File: src/rtl/pc_ctrl_nway.sv
// N-lane fetch PC controller: lane PCs, redirect selection, next-PC and link values.
// Define PC_CTRL_RAS_EN to build the return-address stack used for JALR return prediction.
module pc_ctrl_nway #(
  parameter int XLEN = 32,
  parameter int LANES = 5,
  parameter int RAS_DEPTH = 8,
  parameter logic [XLEN-1:0] RESET_PC = '0
) (
  input  logic                  clk,
  input  logic                  reset,
  input  logic                  buble,
  input  logic                  parallel_mode,
  input  logic [LANES-1:0]      jump,
  input  logic [LANES-1:0]      jalr,
  input  logic [LANES-1:0]      call,
  input  logic [LANES-1:0]      ret,
  input  logic [LANES*XLEN-1:0] imm,
  input  logic                  misprediction,
  input  logic [XLEN-1:0]       correct_pc,
  output logic [LANES*XLEN-1:0] inst_addr,
  output logic [LANES*XLEN-1:0] current_pc,
  output logic [LANES*XLEN-1:0] pc_save,
  output logic [LANES-1:0]      lane_valid,
  output logic                  ras_empty,
  output logic                  ras_full
);

  logic [XLEN-1:0]  pc_r;
  logic [XLEN-1:0]  next_pc_s;
  logic [XLEN-1:0]  fetch_base_s;
  logic [XLEN-1:0]  cur_pc_s [LANES];
  logic [XLEN-1:0]  offset_s [LANES];
  logic [LANES-1:0] lane_hit_s;
  logic             redirect_s;
  logic             blocked_s;
  logic             sel_jalr_s;
  logic             sel_call_s;
  logic             sel_ret_s;
  logic [XLEN-1:0]  sel_pc_s;
  logic [XLEN-1:0]  sel_offset_s;
  logic [XLEN-1:0]  link_s;
  logic [XLEN-1:0]  jalr_target_s;
  logic             unused_imm_s;

  assign lane_hit_s = jump | jalr;
  assign link_s     = sel_pc_s + XLEN'(4);

  // Per-lane PCs and offsets; walking down from the top lane leaves the lowest redirecting lane selected.
  always_comb begin
    redirect_s   = 1'b0;
    sel_jalr_s   = 1'b0;
    sel_call_s   = 1'b0;
    sel_ret_s    = 1'b0;
    sel_pc_s     = pc_r;
    sel_offset_s = '0;
    unused_imm_s = 1'b0;
    for (int k = LANES - 1; k >= 0; k--) begin
      cur_pc_s[k]  = parallel_mode ? pc_r + (XLEN'(k) << 2) : pc_r;
      offset_s[k]  = {imm[k*XLEN+2 +: XLEN-2], 2'b00};
      unused_imm_s = unused_imm_s ^ (^imm[k*XLEN +: 2]);
      redirect_s   = redirect_s | lane_hit_s[k];
      sel_jalr_s   = lane_hit_s[k] ? jalr[k]     : sel_jalr_s;
      sel_call_s   = lane_hit_s[k] ? call[k]     : sel_call_s;
      sel_ret_s    = lane_hit_s[k] ? ret[k]      : sel_ret_s;
      sel_pc_s     = lane_hit_s[k] ? cur_pc_s[k] : sel_pc_s;
      sel_offset_s = lane_hit_s[k] ? offset_s[k] : sel_offset_s;
    end
  end

  // Next-PC priority: execute redirect, stall, predecoded redirect, sequential.
  always_comb begin
    if (misprediction) begin
      next_pc_s = correct_pc;
    end else if (buble) begin
      next_pc_s = pc_r;
    end else if (redirect_s) begin
      next_pc_s = sel_jalr_s ? jalr_target_s : sel_pc_s + sel_offset_s;
    end else begin
      next_pc_s = pc_r + (parallel_mode ? (XLEN'(LANES) << 2) : XLEN'(4));
    end
  end

  assign fetch_base_s = reset ? RESET_PC : next_pc_s;

  // Lane outputs: lanes after the first redirect are squashed; single-issue keeps only lane 0.
  always_comb begin
    blocked_s = 1'b0;
    for (int k = 0; k < LANES; k++) begin
      lane_valid[k] = parallel_mode ? ~blocked_s : (k == 32'sd0);
      blocked_s     = blocked_s | lane_hit_s[k];
      current_pc[k*XLEN +: XLEN] = cur_pc_s[k];
      pc_save[k*XLEN +: XLEN]    = lane_hit_s[k] ? cur_pc_s[k] + XLEN'(4)
                                                 : cur_pc_s[k] + offset_s[k];
      inst_addr[k*XLEN +: XLEN]  = parallel_mode ? fetch_base_s + (XLEN'(k) << 2) : fetch_base_s;
    end
  end

  // Program counter register.
  always_ff @(posedge clk or posedge reset) begin
    if (reset) begin
      pc_r <= RESET_PC;
    end else begin
      pc_r <= next_pc_s;
    end
  end

`ifdef PC_CTRL_RAS_EN
  localparam int PW = $clog2(RAS_DEPTH);

  logic [XLEN-1:0] ras_mem_r [RAS_DEPTH];
  logic [PW-1:0]   ras_top_r;
  logic [PW:0]     ras_cnt_r;
  logic            ras_empty_s;
  logic            ras_full_s;

  assign ras_empty_s   = (ras_cnt_r == (PW+1)'(0));
  assign ras_full_s    = (ras_cnt_r == (PW+1)'(RAS_DEPTH));
  assign ras_empty     = ras_empty_s;
  assign ras_full      = ras_full_s;
  assign jalr_target_s = (sel_ret_s && !ras_empty_s) ? ras_mem_r[ras_top_r] : link_s;

  // Circular return stack: a push when full overwrites the oldest entry, call+ret swaps the top.
  always_ff @(posedge clk or posedge reset) begin
    if (reset) begin
      ras_top_r <= '0;
      ras_cnt_r <= '0;
      for (int i = 0; i < RAS_DEPTH; i++) begin
        ras_mem_r[i] <= '0;
      end
    end else if (misprediction) begin
      ras_cnt_r <= '0;
    end else if (!buble && redirect_s) begin
      case ({sel_call_s, sel_ret_s})
        2'b10: begin
          ras_top_r                      <= ras_top_r + PW'(1);
          ras_mem_r[ras_top_r + PW'(1)]  <= link_s;
          ras_cnt_r                      <= ras_full_s ? ras_cnt_r : ras_cnt_r + (PW+1)'(1);
        end
        2'b01: begin
          if (!ras_empty_s) begin
            ras_top_r <= ras_top_r - PW'(1);
            ras_cnt_r <= ras_cnt_r - (PW+1)'(1);
          end else begin
            ras_cnt_r <= ras_cnt_r;
          end
        end
        2'b11: begin
          ras_mem_r[ras_top_r] <= link_s;
        end
        default: begin
          ras_cnt_r <= ras_cnt_r;
        end
      endcase
    end else begin
      ras_cnt_r <= ras_cnt_r;
    end
  end

  logic unused_s;
  assign unused_s = unused_imm_s;
`else
  assign ras_empty     = 1'b1;
  assign ras_full      = 1'b0;
  assign jalr_target_s = link_s;

  logic unused_s;
  assign unused_s = unused_imm_s ^ sel_call_s ^ sel_ret_s;
`endif

endmodule

File: config.mk
export PLATFORM = sky130hd
export DESIGN_NAME = pc_ctrl_nway
export DESIGN_NICKNAME = d
export VERILOG_FILES = /design/src/rtl/pc_ctrl_nway.sv
export SDC_FILE = /design/constraint.sdc
export NUM_CORES = 1
export LEC_CHECK = 0
export CAP_MARGIN = 20
export CORE_AREA = 2 2 275 277
export CTS_BUF_LIST = sky130_fd_sc_hd__clkbuf_8
export DETAILED_ROUTE_END_ITERATION = 10
export DIE_AREA = 0 0 277 279
export GPL_TIMING_DRIVEN = 0
export PLACE_DENSITY = 0.56
export REMOVE_ABC_BUFFERS = 1
export SETUP_SLACK_MARGIN = 0.3
export SYNTH_ARGS = -nofsm -noshare
export SYNTH_HDL_FRONTEND = slang
export SYNTH_SLANG_ARGS = --single-unit
File: constraint.sdc
create_clock -name clk -period 7 [get_ports clk]
set_input_delay 1.4 -clock clk [delete_from_list [all_inputs] [get_ports clk]]
set_output_delay 1.4 -clock clk [all_outputs]
set_load 0.05 [all_outputs]
==> flow_summary.json <==
{
  "wirelength_mm": 139,
  "gp_congestion": 0.950,
  "crit_path_end_kind": "output port",
  "cts_max_level": 2,
  "p_total_uw": 7910,
  "status": "finished, violations left",
  "yosysSeqAreaShare_pct": 4.05,
  "largest_registers": "pc_r: 32 flops",
  "synth.cell_area_mm2": 0.0198,
  "layout.cells.non_filler": 4912,
  "slowest_stage": "or3_4",
  "grt_pass1_vias": 26800,
  "largest_reg_flops": 32,
  "synth_edf_count": 0,
  "start_kind": "input port",
  "setup_violations": 112,
  "grt_util_all_layers_pct": 32.9,
  "critPathMaxFanout": 6,
  "port_buffers": 680,
  "drc_errors": 0,
  "gr-total-overflow": 0,
  "die_y_um": 279,
  "ys_seq_elements": 32,
  "synth-main-ff-cell": "dfrtp_1",
  "cp_slowest_stage_delay_ps": 400,
  "setup_slack_ps": -869,
  "synth_cell_type_count": 109,
  "power.leakage_uw": 0.0152,
  "postRouteAntennaNets": 0,
  "tightest_slew_ps": 1200,
  "maxCapViolations": 0,
  "drtIter0Drc": 2410,
  "cts_hold_buf": 0,
  "crit_required_ps": 5600,
  "hold_viol_final": 0,
  "syn_inst": 2997,
  "initial_core_util_pct": 26.7,
  "setup_tns_ps": -55930,
  "final_nets": 4342,
  "timing.rr.start": "pc_r[15]",
  "relSlewSlack_pct": 19.4,
  "core_area_mm2": 0.0741,
  "ys_warn_count": 0,
  "rsz0062_at_grt": "true",
  "powerDensity_mw_per_mm2": 217,
  "ios": 704,
  "grt_pass1_wl_mm": 189,
  "drive_above_1_share_pct": 34.8,
  "viasPerCell": 5.76,
  "cp_common_cell": "buf_12",
  "ys_async_sr_fraction_pct": 100,
  "crit_type": "in -> out",
  "finClkSkew_ps": 15.4,
  "final_common_cell": "clkdlybuf4s50_1",
  "antenna_found_initial": 22,
  "root_buffer": "clkbuf_8",
  "hp-class": "reg -> reg",
  "cp.arrival_ps": 6470,
  "cp-startpoint": "jump[3]",
  "violations": "negative setup slack",
  "cts_buffers": 5,
  "final_cell_mix": "clkdlybuf4s50_1 (453), buf_4 (340), nor2_1 (306)",
  "vias": 28300,
  "hpwlAfterDp_mm": 103,
  "num_rows": 100,
  "drv_slew": 0,
  "syn_area_per_cell_um2": 6.59,
  "dp_cells": 4463,
  "route.detailed.wl_per_inst_um": 28.2,
  "cts_tree": "yes",
  "ir_drop_uv": 138,
  "grt_max_degree": 57,
  "timing.hold.ws_ps": 754,
  "drtPass1Iterations": 6,
  "cts_sinks": 32,
  "worstHoldStart": "pc_r[0]",
  "dieArea_mm2": 0.0773,
  "area_delta_synth_final_pct": 84.2,
  "clockBufferDepth": 2,
  "clock_latency_ps": 310,
  "fmax_mhz": 127,
  "clkTransAtPathRegs_ps": 80,
  "fp.dieW_um": 277,
  "top_register": "pc_r",
  "min_period_ps": 7870,
  "period_share_pct": 112
}
-- routing by layer --
| metal | global-route usage [%] | wire [µm] |
|---|---|---|
| met1 | 39.0 | 52300 |
| met2 | 58.0 | 66400 |
| met5 | 0 | 158 |
| met4 | 13.5 | 7740 |
| met3 | 6.24 | 12000 |
-- synthesized netlist by cell type (29+ instances only) --
cell type | count | area, µm²
nor2_1 | 370 | 1390
nand2_1 | 276 | 1040
xnor2_1 | 271 | 2370
a21oi_1 | 224 | 1120
ha_1 | 185 | 2310
o21ai_0 | 145 | 726
and2_1 | 144 | 901
xor2_1 | 132 | 1160
clkbuf_1 | 130 | 488
nor3_1 | 116 | 581
nand3_1 | 102 | 510
inv_1 | 74 | 278
a21o_1 | 71 | 533
nand4_1 | 47 | 294
buf_4 | 41 | 308
or3_1 | 40 | 250
a221oi_1 | 38 | 333
dfrtp_1 | 32 | 801
a31oi_1 | 31 | 194
nand2b_1 | 29 | 181
-- cells by family (layout without fill, tap and decap cells) --
kind of cell | after synthesis | count (layout) | synth area share [%]
compound gates | 756 | 756 | 25.1
fa+ha+maj | 191 | 191 | 12.3
mux | 19 | 19 | 1.01
other cells | 2 | 11 | 0.0380
buf+inv | 294 | 1224 | 6.51
flops | 32 | 32 | 4.05
xor+xnor | 403 | 403 | 17.9
simple gates | 1300 | 1307 | 33.2
-- critical path, delay by kind of cell --
kind	cells	cell delay, ps
AO/OA/AOI/OAI	11	1830
AND/OR/NAND/NOR	7	1370
adder cells (fa/ha/maj)	1	270
XOR/XNOR	1	210
buffers and inverters	10	1340
-- final cells by class --
| class | instances | area, µm² |
|---|---|---|
| fill | 7075 | 37700 |
| tap | 969 | 1210 |
| multi-input combinational | 2679 | 22600 |
| antenna | 8 | 20.0 |
| clock buffer | 5 | 68.8 |
| clock inverter | 3 | 42.5 |
| sequential | 32 | 853 |
| inverter | 85 | 357 |
| timing repair buffer | 1131 | 11300 |
-- report_power, final --
part           switching, µW  internal [µW]
combinational           4700           2550
sequential               245            222
clock                   85.6            105
-- metrics by stage --
stage                     area, µm²  worst slack, ps  util (%)
after global placement        26800            -8330      36.2
after global routing          36400             -950      49.2
after detailed placement      27400            -4050      37.0
final                         36400             -869      49.2
after CTS                     33200             -721      44.8
after floorplan               18800            -3530         -
-- final timing paths --
path | to | slack, ps | cells after the start
max reg2reg | pc_r[31] | 1680 | 16
max in group asynchronous | pc_r[8] | 4320 | 4
min in group asynchronous | pc_r[27] | 2070 | 3
max | inst_addr[124] | -870 | 30
min | pc_r[0] | 750 | 1
min reg2reg | pc_r[0] | 750 | 1
-- timing repair --
action,4_1_cts,5_1_grt
buffers inserted,261,157
pin swaps,220,199
resized for setup,1863,511
gates cloned,13,0
setup endpoints to repair,271,215
Power figures use the tool's default switching activity.
